[src/rtl/regfile_alu_pipe.sv]
`timescale 1ns/1ps
// Register file + ALU with a two-stage issue -> execute/writeback pipeline,
// operand forwarding, a flag register and iterative one-bit-per-cycle shifts.
module regfile_alu_pipe #(
    parameter int WIDTH = 16,
    parameter int NREGS = 16,
    parameter int IMMW  = 8,
    localparam int AW   = $clog2(NREGS)
) (
    input  logic             Clock,
    input  logic             reset,
    input  logic             in_valid_i,
    output logic             in_ready_o,
    input  logic [3:0]       op_i,
    input  logic [AW-1:0]    rdest_i,
    input  logic [AW-1:0]    rsrc_i,
    input  logic [IMMW-1:0]  imm_i,
    input  logic             use_imm_i,
    input  logic             imm_signed_i,
    input  logic             wb_en_i,
    output logic             out_valid_o,
    output logic [WIDTH-1:0] result_o,
    output logic [4:0]       flags_o,
    input  logic [AW-1:0]    dbg_addr_i,
    output logic [WIDTH-1:0] dbg_data_o
);
    localparam int SW  = $clog2(WIDTH);
    localparam int MSB = WIDTH - 1;

    localparam logic [3:0] OP_ADD  = 4'h0;
    localparam logic [3:0] OP_ADDC = 4'h1;
    localparam logic [3:0] OP_SUB  = 4'h2;
    localparam logic [3:0] OP_CMP  = 4'h3;
    localparam logic [3:0] OP_AND  = 4'h4;
    localparam logic [3:0] OP_OR   = 4'h5;
    localparam logic [3:0] OP_XOR  = 4'h6;
    localparam logic [3:0] OP_NOT  = 4'h7;
    localparam logic [3:0] OP_LSH  = 4'h8;
    localparam logic [3:0] OP_RSH  = 4'h9;
    localparam logic [3:0] OP_ARSH = 4'hA;
    localparam logic [3:0] OP_MOV  = 4'hB;

    logic [WIDTH-1:0] regs_q [NREGS];
    logic             ex_valid_q;
    logic [3:0]       ex_op_q;
    logic [AW-1:0]    ex_rdest_q;
    logic             ex_wb_q;
    logic [WIDTH-1:0] ex_a_q;
    logic [WIDTH-1:0] ex_b_q;
    logic [SW-1:0]    ex_cnt_q;
    logic             out_valid_q;
    logic [WIDTH-1:0] result_q;
    logic [4:0]       flags_q;

    logic             is_shift, ex_done, ex_wr, accept, cin;
    logic             ovf_add, ovf_sub;
    logic [WIDTH:0]   sum, diff;
    logic [WIDTH-1:0] alu_res, logic_res, imm_ext, op_a, reg_b, op_b;
    logic [4:0]       alu_flags;
    logic [SW-1:0]    shift_k;

    // Shifts count down from k; the EX cycle where the count reads 1 is the last.
    assign is_shift   = (ex_op_q == OP_LSH) || (ex_op_q == OP_RSH) || (ex_op_q == OP_ARSH);
    assign ex_done    = ex_valid_q && (!is_shift || (ex_cnt_q == SW'(1)));
    assign ex_wr      = ex_done && ex_wb_q && (ex_op_q <= OP_MOV) && (ex_op_q != OP_CMP);
    assign in_ready_o = !reset && (!ex_valid_q || ex_done);
    assign accept     = in_valid_i && in_ready_o;

    assign cin     = (ex_op_q == OP_ADDC) && flags_q[3];
    assign sum     = {1'b0, ex_a_q} + {1'b0, ex_b_q} + {{WIDTH{1'b0}}, cin};
    assign diff    = {1'b0, ex_a_q} - {1'b0, ex_b_q};
    assign ovf_add = (ex_a_q[MSB] == ex_b_q[MSB]) && (sum[MSB] != ex_a_q[MSB]);
    assign ovf_sub = (ex_a_q[MSB] != ex_b_q[MSB]) && (diff[MSB] != ex_a_q[MSB]);

    always_comb begin
        logic_res = '0;
        case (ex_op_q)
            OP_AND:  logic_res = ex_a_q & ex_b_q;
            OP_OR:   logic_res = ex_a_q | ex_b_q;
            OP_XOR:  logic_res = ex_a_q ^ ex_b_q;
            default: logic_res = ~ex_a_q;
        endcase
    end

    // CMP reports A-B on result even though it never writes back.
    always_comb begin
        alu_res   = '0;
        alu_flags = flags_q;
        case (ex_op_q)
            OP_ADD, OP_ADDC: begin
                alu_res   = sum[WIDTH-1:0];
                alu_flags = {sum[WIDTH-1:0] == '0, sum[WIDTH], ovf_add, 2'b00};
            end
            OP_SUB: begin
                alu_res   = diff[WIDTH-1:0];
                alu_flags = {diff[WIDTH-1:0] == '0, diff[WIDTH], ovf_sub, 2'b00};
            end
            OP_CMP: begin
                alu_res   = diff[WIDTH-1:0];
                alu_flags = {ex_a_q == ex_b_q, 2'b00, ex_a_q < ex_b_q,
                             $signed(ex_a_q) < $signed(ex_b_q)};
            end
            OP_AND, OP_OR, OP_XOR, OP_NOT: begin
                alu_res   = logic_res;
                alu_flags = {logic_res == '0, 4'b0000};
            end
            OP_LSH:  alu_res = {ex_a_q[WIDTH-2:0], 1'b0};
            OP_RSH:  alu_res = {1'b0, ex_a_q[WIDTH-1:1]};
            OP_ARSH: alu_res = {ex_a_q[MSB], ex_a_q[WIDTH-1:1]};
            OP_MOV:  alu_res = ex_b_q;
            default: alu_res = '0;
        endcase
    end

    always_comb begin
        imm_ext = {WIDTH{imm_signed_i & imm_i[IMMW-1]}};
        imm_ext[IMMW-1:0] = imm_i;
        op_a = regs_q[rdest_i];
        if (ex_wr && (ex_rdest_q == rdest_i)) op_a = alu_res;
        reg_b = regs_q[rsrc_i];
        if (ex_wr && (ex_rdest_q == rsrc_i)) reg_b = alu_res;
        op_b    = use_imm_i ? imm_ext : reg_b;
        shift_k = op_b[SW-1:0];
        if (shift_k == '0) shift_k = SW'(1);
    end

    always_ff @(posedge Clock) begin
        if (reset) begin
            for (int i = 0; i < NREGS; i++) regs_q[i] <= '0;
            ex_valid_q  <= 1'b0;
            ex_op_q     <= '0;
            ex_rdest_q  <= '0;
            ex_wb_q     <= 1'b0;
            ex_a_q      <= '0;
            ex_b_q      <= '0;
            ex_cnt_q    <= '0;
            out_valid_q <= 1'b0;
            result_q    <= '0;
            flags_q     <= '0;
        end else begin
            out_valid_q <= ex_done;
            if (ex_done) begin
                result_q <= alu_res;
                flags_q  <= alu_flags;
            end
            if (ex_wr) regs_q[ex_rdest_q] <= alu_res;
            if (accept) begin
                ex_valid_q <= 1'b1;
                ex_op_q    <= op_i;
                ex_rdest_q <= rdest_i;
                ex_wb_q    <= wb_en_i;
                ex_a_q     <= op_a;
                ex_b_q     <= op_b;
                ex_cnt_q   <= shift_k;
            end else if (ex_done) begin
                ex_valid_q <= 1'b0;
            end else if (ex_valid_q && is_shift) begin
                ex_a_q   <= alu_res;
                ex_cnt_q <= ex_cnt_q - SW'(1);
            end
        end
    end

    assign out_valid_o = out_valid_q;
    assign result_o    = result_q;
    assign flags_o     = flags_q;
    assign dbg_data_o  = regs_q[dbg_addr_i];

endmodule

[config.mk]
export PLATFORM = sky130hd
export DESIGN_NAME = regfile_alu_pipe
export DESIGN_NICKNAME = d
export VERILOG_FILES = /design/src/rtl/regfile_alu_pipe.sv
export SDC_FILE = /design/constraint.sdc
export NUM_CORES = 1
export LEC_CHECK = 0
export BUFFER_PORTS_ARGS = -buffer_cell sky130_fd_sc_hd__buf_2
export CAP_MARGIN = 10
export CELL_PAD_IN_SITES_DETAIL_PLACEMENT = 0
export CELL_PAD_IN_SITES_GLOBAL_PLACEMENT = 1
export CORE_ASPECT_RATIO = 1.1
export CORE_MARGIN = 10
export CORE_UTILIZATION = 56
export CTS_CLUSTER_DIAMETER = 50
export DETAILED_ROUTE_END_ITERATION = 10
export PLACE_DENSITY_LB_ADDON = 0.1
export SLEW_MARGIN = 10
export SYNTH_ARGS = -nofsm -noshare
export SYNTH_HDL_FRONTEND = slang
export SYNTH_SLANG_ARGS = --single-unit
[constraint.sdc]
create_clock -name Clock -period 8.3 [get_ports Clock]
set_clock_uncertainty 0.2 [all_clocks]
set_input_delay 1.245 -clock Clock [delete_from_list [all_inputs] [get_ports Clock]]
set_output_delay 1.245 -clock Clock [all_outputs]
set_load 0.02 [all_outputs]
==> metrics.txt, run 1 <==
status finished, final reports clean; number of synthesized flops with an enable pin 256; PwrDens 195 nW/um^2; actual slew at the worst max-slew pin 1.15 ns; share of the synthesized area in the top cell type 35.9%; Place WS 3.02 ns; Mapped Nets 1916; total I/O pin count 69; cts bufs inserted 39; Via density 7.03; RSZ-0062 raised after global routing no; Core ar. 38000 sq um; Post-CTS Resized 0; Final WS setup 2.93 ns; Finished Core Util 60.6%; worst skew pair latency 0.57 ns; grt ovf 0; Critical Path Fanout Max 60; DP Wirelength 48100 microns; Post-synth ARST share 0%; highest clock rate 186 MHz; first-pass GRT wire length 102000 microns; Final Cycle Share 64.6%; final-report setup violation count 0; setup bufs post-CTS 0; gr usage total 28.9%; nets@finish 1884; Cell Area, Synth 21400 sq um; TNS Setup 0 ns; synthesized area per cell 11.7 sq um; Tmin final 5.37 ns; largest net degree at the start of global routing 65; Iteration-0 DRC Markers 2327; Synth Flop Type edfxtp_1; Initial Util 56.4%; via count 16400; startpoint type of the worst setup path flip-flop; Netlist cell types 89; initial antenna violation count 0; Hold Slack 0.251 ns; post-route ant nets 0; Reg clk slew, reported paths 0.05 ns; drt pass-1 iters 6; hold_buf cts 0; diodes inserted 0; Final Hold Vio Count 0; P_leak 8.04 nW; PortBufs 68; WL per Instance 28.7 microns; P&R area growth vs syn 7.56%; CTS root buf clkbuf_16; Worst Path Required 8.28 ns; Yosys reg bits 324; sequential cell area fraction in the yosys report 42.2%; Worst setup EP type flip-flop; dominant cell type by area after synthesis edfxtp_1; Max Cap Viol 0; vias in the first global route 15900; Routed WL 66700 microns; DIE WIDTH 206 microns; Die Area 46500 sq um; Slew headroom 23.2%; WS Path Type flip-flop to flip-flop; Sink Count 324; Synth area leaders edfxtp_1 (36%), mux4_2 (25%), dfxtp_1 (6.4%); final slew viol count 0; drt drc 0; gpl congestion 0.989; Max VDD drop 0.189 mV; Max clock buf depth 3; cell count after synthesis 1833; row count 75; H-tree depth 2; worst path arrival time 5.34 ns; CTS tree yes; Die Y 225 microns; worst min path class flip-flop to flip-flop; YS warnings 0; layout cells sized above 1 23.4%
## Yosys cell counts, drive strengths merged (39+ instances only)
cell type / instances
a211oi: 39
buf: 65
a21oi: 91
mux4: 241
o21ai: 61
inv: 61
dfxtp: 68
clkbuf: 101
ha: 50
nand2: 111
nor2: 362
edfxtp: 256
## through the flow
step / total power [mW] / std cells / cell area, sq um
finish: 4.48 / 2328 / 23000
floorplan: 2.62 / 1833 / 21400
global route: 4.63 / 2328 / 23000
detailed placement: 2.92 / 2260 / 21900
CTS: 4.48 / 2328 / 23000
global placement: 2.90 / 2260 / 21900
## worst max-delay path, cell delays in order (launching register included)
cell and delay [ns]:
dfxtp_2 0.31, buf_4 0.46, and2_1 0.58, a211oi_1 0.16
nand2b_1 0.32, or3_1 0.43, nor3b_1 0.72, nand2_1 0.78
nand2_1 0.98
## cell usage in the layout (no fill, tap or decap), types with 8 or more instances in the layout
| master | instances |
|---|---|
| ha_1 | 50 |
| buf_4 | 28 |
| nor2b_1 | 21 |
| edfxtp_1 | 256 |
| o221ai_1 | 8 |
| nand2_1 | 111 |
| clkbuf_16 | 39 |
| o22ai_1 | 10 |
| nor3_1 | 25 |
| o21a_1 | 9 |
| a21oi_1 | 90 |
| o21ai_0 | 57 |
| nor2_1 | 359 |
| nor4_1 | 8 |
| dfxtp_1 | 66 |
| nand3_1 | 15 |
| xnor2_1 | 25 |
| a31oi_1 | 14 |
| nand2b_1 | 18 |
| a211oi_1 | 36 |
| mux4_2 | 241 |
| mux2i_1 | 11 |
| clkbuf_1 | 10 |
| inv_1 | 59 |
| o211ai_1 | 19 |
| buf_2 | 65 |
## per-layer routing
metal / share of wire (%) / wire [microns] / global-route usage (%)
met5: 0 / 0 / 0
met2: 50 / 33200 / 47.4
met3: 9.7 / 6480 / 5.20
met1: 37 / 24700 / 37.9
met4: 3.5 / 2350 / 10.4
## layout make-up
type                    instances  area (sq um)
clock buffers                  49          1010
multi-input cells            1280         11500
fillers                      3109         15000
clock inverters                19           123
flip-flops and latches        324          9050
repair buffers                 93           536
inverters                      63           236
well taps                     500           626
## registers in the layout, summed over array words and instances, names as in the netlist, 4 cells and up
| name | count |
|---|---|
| regs_q | 256 |
| ex_a_q | 16 |
| ex_b_q | 16 |
| result_o | 16 |
| flags_o | 5 |
| ex_cnt_q | 4 |
| ex_op_q | 4 |
| ex_rdest_q | 4 |
## logic make-up (layout without fill, tap and decap cells)
logic type	count (synthesis)	in the layout	share of synthesized area, %
AOI/OAI and AO/OA	339	339	10.9
xor gates and xnor gates	31	31	1.27
adders and majority gates	53	53	3.20
buffers and inverters	229	224	4.34
DFF	324	324	42.2
muxes	253	253	25.9
and+or+nand+nor	604	604	12.1
## report_power, final
part | leakage (nW) | total, mW | switching, mW | internal (mW)
Clock | 0.559 | 1.57 | 0.701 | 0.873
Sequential | 3.20 | 1.88 | 0.0671 | 1.82
Combinational | 4.28 | 1.03 | 0.647 | 0.379
Total | 8.04 | 4.48 | 1.41 | 3.07
## worst paths after layout
kind | startpoint | end | slack [ns] | cells after the start
hold / removal | flags_o[1] | flags_o[1] | 0.25 | 2
setup / recovery | ex_op_q[0] | regs_q[6][1] | 2.93 | 8
hold reg to reg | flags_o[1] | flags_o[1] | 0.25 | 2
setup reg to reg | ex_op_q[0] | regs_q[6][1] | 2.93 | 8
Note: power is estimated with default switching activity, not from simulation.
==> inputs of run 2 (changes only) <==
--- a/config.mk
+++ b/config.mk
@@ -11,7 +11,7 @@
 export CELL_PAD_IN_SITES_GLOBAL_PLACEMENT = 1
 export CORE_ASPECT_RATIO = 1.1
 export CORE_MARGIN = 10
-export CORE_UTILIZATION = 56
+export CORE_UTILIZATION = 52
 export CTS_CLUSTER_DIAMETER = 50
 export DETAILED_ROUTE_END_ITERATION = 10
 export PLACE_DENSITY_LB_ADDON = 0.1
==> constraint.sdc (replaced) <==
create_clock -name Clock -period 5.5 [get_ports Clock]
set_clock_uncertainty 0.2 [all_clocks]
set_input_delay 0.825 -clock Clock [delete_from_list [all_inputs] [get_ports Clock]]
set_output_delay 0.825 -clock Clock [all_outputs]
set_load 0.02 [all_outputs]
==> run 2 against run 1 <==
  * Hold slack better by 0.014 ns
  * Via count up 1.9%
  * Utilization down 2.2 points
  * Flip-flop and latch count unchanged
  * Combinational power up 55%
  * Die area up 7.0%
  * Fmax up 19%
  * Worst setup slack worse by 1.9 ns
  * Final cell count up 2.7%
  * Cell area up 2.6%
  * Wire length up 12%
  * Clock power up 74%
  * Largest cell class unchanged
==> metrics.txt, run 2 (synthesis gave the netlist of run 1 again) <==
status finished, final reports clean; gr usage total 30.3% (+1.4 points); Post-Place Cells 2313 (+2.3%); Reg2Reg Depth 15 (+7); Routed WL 74800 microns (+12%); Max VDD drop 0.225 mV (+19%); Reg clk slew, reported paths 0.06 ns (about the same); grt ovf 0 (unchanged); Largest register FFs 256 (unchanged); Iteration-0 DRC Markers 2130 (-8.5%); H-tree depth 2 (unchanged); via count 16700 (+1.9%); Biggest register regs_q; total I/O pin count 69 (unchanged); Initial Util 52.9% (-3.4 points); Max Cap Viol 0 (unchanged); first-pass GRT wire length 110000 microns (+8.1%); Core ar. 40500 sq um (+6.5%); cts bufs inserted 44 (+13%); vias in the first global route 16500 (+3.7%); worst min path class flip-flop to flip-flop; Worst setup EP type flip-flop; Critical Path Fanout Max 19 (-68%); drt drc 0 (unchanged); Max clock buf depth 3 (unchanged); final-report setup violation count 0 (unchanged); Die Area 49700 sq um (+7.0%); worst path arrival time 4.82 ns (-0.52 ns); largest net degree at the start of global routing 61 (-6.2%); footprint of the multi-input gates 11500 sq um (unchanged); most common cell after layout, fill and taps aside nor2_1; PortBufs 68 (unchanged); startpoint type of the worst setup path flip-flop; worst hold stages 2 (unchanged); hold_buf cts 0 (unchanged); WL per Instance 31.3 microns (+9.2%); drt pass-1 iters 5 (-1); RSZ-0062 raised after global routing no; P_leak 8.34 nW (+3.7%); TNS Setup 0 ns (unchanged); layout cells sized above 1 25.4% (+1.9 points); Sink Count 324 (unchanged); Worst Path Required 5.82 ns (-2.46 ns); P&R area growth vs syn 10.3%; Via density 6.97 (-0.83%); nets@finish 1929 (+2.4%); PwrDens 303 nW/um^2 (+56%); CTS tree yes; Final Cycle Share 82.0% (+17 points); DP Wirelength 51000 microns (+6.1%); Tmin final 4.51 ns (-0.857 ns); final slew viol count 0 (unchanged); Slew headroom 21.6% (-1.7 points); post-route ant nets 0 (unchanged); Final Hold Vio Count 0 (unchanged); fill count 3386 (+8.9%); non-filler instance count after layout 2392 (+2.7%); most frequent cells in the layout nor2_1 (359), edfxtp_1 (256), mux4_2 (241); WS Path Type flip-flop to flip-flop; CTS root buf clkbuf_16; worst skew pair latency 0.58 ns (about the same); DIE WIDTH 214 microns (+3.4%); gpl congestion 0.984 (-0.52%); Post-CTS Resized 0 (unchanged); actual slew at the worst max-slew pin 1.17 ns (+0.0259 ns); initial antenna violation count 3 (+3); Register Area 9050 sq um (unchanged); setup bufs post-CTS 0 (unchanged); Die Y 233 microns (+3.4%); highest clock rate 222 MHz (+19%); row count 77 (+2.7%)
## run 2: cell count changes in the layout (fill, tap and decap cells not counted), moves of 2 or more
cell	before	now
buf_12	0	3
buf_4	28	65
clkbuf_1	10	8
clkbuf_16	39	45
clkbuf_8	0	2
clkinv_1	4	7
clkinv_2	7	3
diode_2	0	2
inv_8	0	2
## run 2: final cells by class
class                      instances  area share [%]
antenna                            2          0.0212
clock buffer                      55            5.01
clock inverter                    22           0.778
tap                              513            2.72
sequential                       324            38.3
inverter                          63            1.00
multi-input combinational       1280            48.5
timing repair buffer             133            3.70
## run 2: power by group
group	internal (mW)	leakage, nW	switching [mW]
logic	0.586	4.48	1.01
registers	2.74	3.20	0.100
clock network	1.59	0.662	1.15
total	4.91	8.34	2.26
## run 2: routing by layer
metal	vias to the layer above	track usage [%]	routed length, microns	part of all wire [%]
li1	7057	-	-	-
met1	8321	36.0	26100	35
met2	1052	50.9	37200	50
met3	248	6.35	7040	9.4
met4	2	16.3	4540	6.1
met5	-	0	15	0.020
## run 2: critical path, stage by stage, from the launching register on
cell and delay (ns):
dfxtp_1 0.31, or2_2 0.39, nor2_1 0.25, and3_1 0.21, fa_1 0.24, inv_1 0.07, fa_1 0.41, nor2b_1 0.18
o21ai_1 0.13, a21o_1 0.29, a21oi_1 0.26, o21ai_2 0.14, xnor2_1 0.17, o211a_1 0.49, or4_4 0.62, o211ai_2 0.08
## run 2: stage by stage
stage | area (sq um) | util [%] | setup WS, ns | power, mW | hold WS, ns
after floorplan | 21400 | - | 1.47 | 3.95 | 0.237
after global placement | 22300 | 55.0 | 1.07 | 4.45 | 0.239
after detailed placement | 22300 | 55.0 | 1.06 | 4.46 | 0.269
after CTS | 23600 | 58.4 | 1.02 | 7.16 | 0.271
after global routing | 23600 | 58.4 | 0.864 | 7.39 | 0.281
final | 23600 | 58.4 | 0.992 | 7.17 | 0.265
## run 2: path summary, 6_finish.rpt
kind / startpoint / endpoint / slack [ns]
max: ex_op_q[3] / ex_b_q[14] / 0.99
min: flags_o[1] / flags_o[1] / 0.26
max reg2reg: ex_op_q[3] / ex_b_q[14] / 0.99
min reg2reg: flags_o[1] / flags_o[1] / 0.26
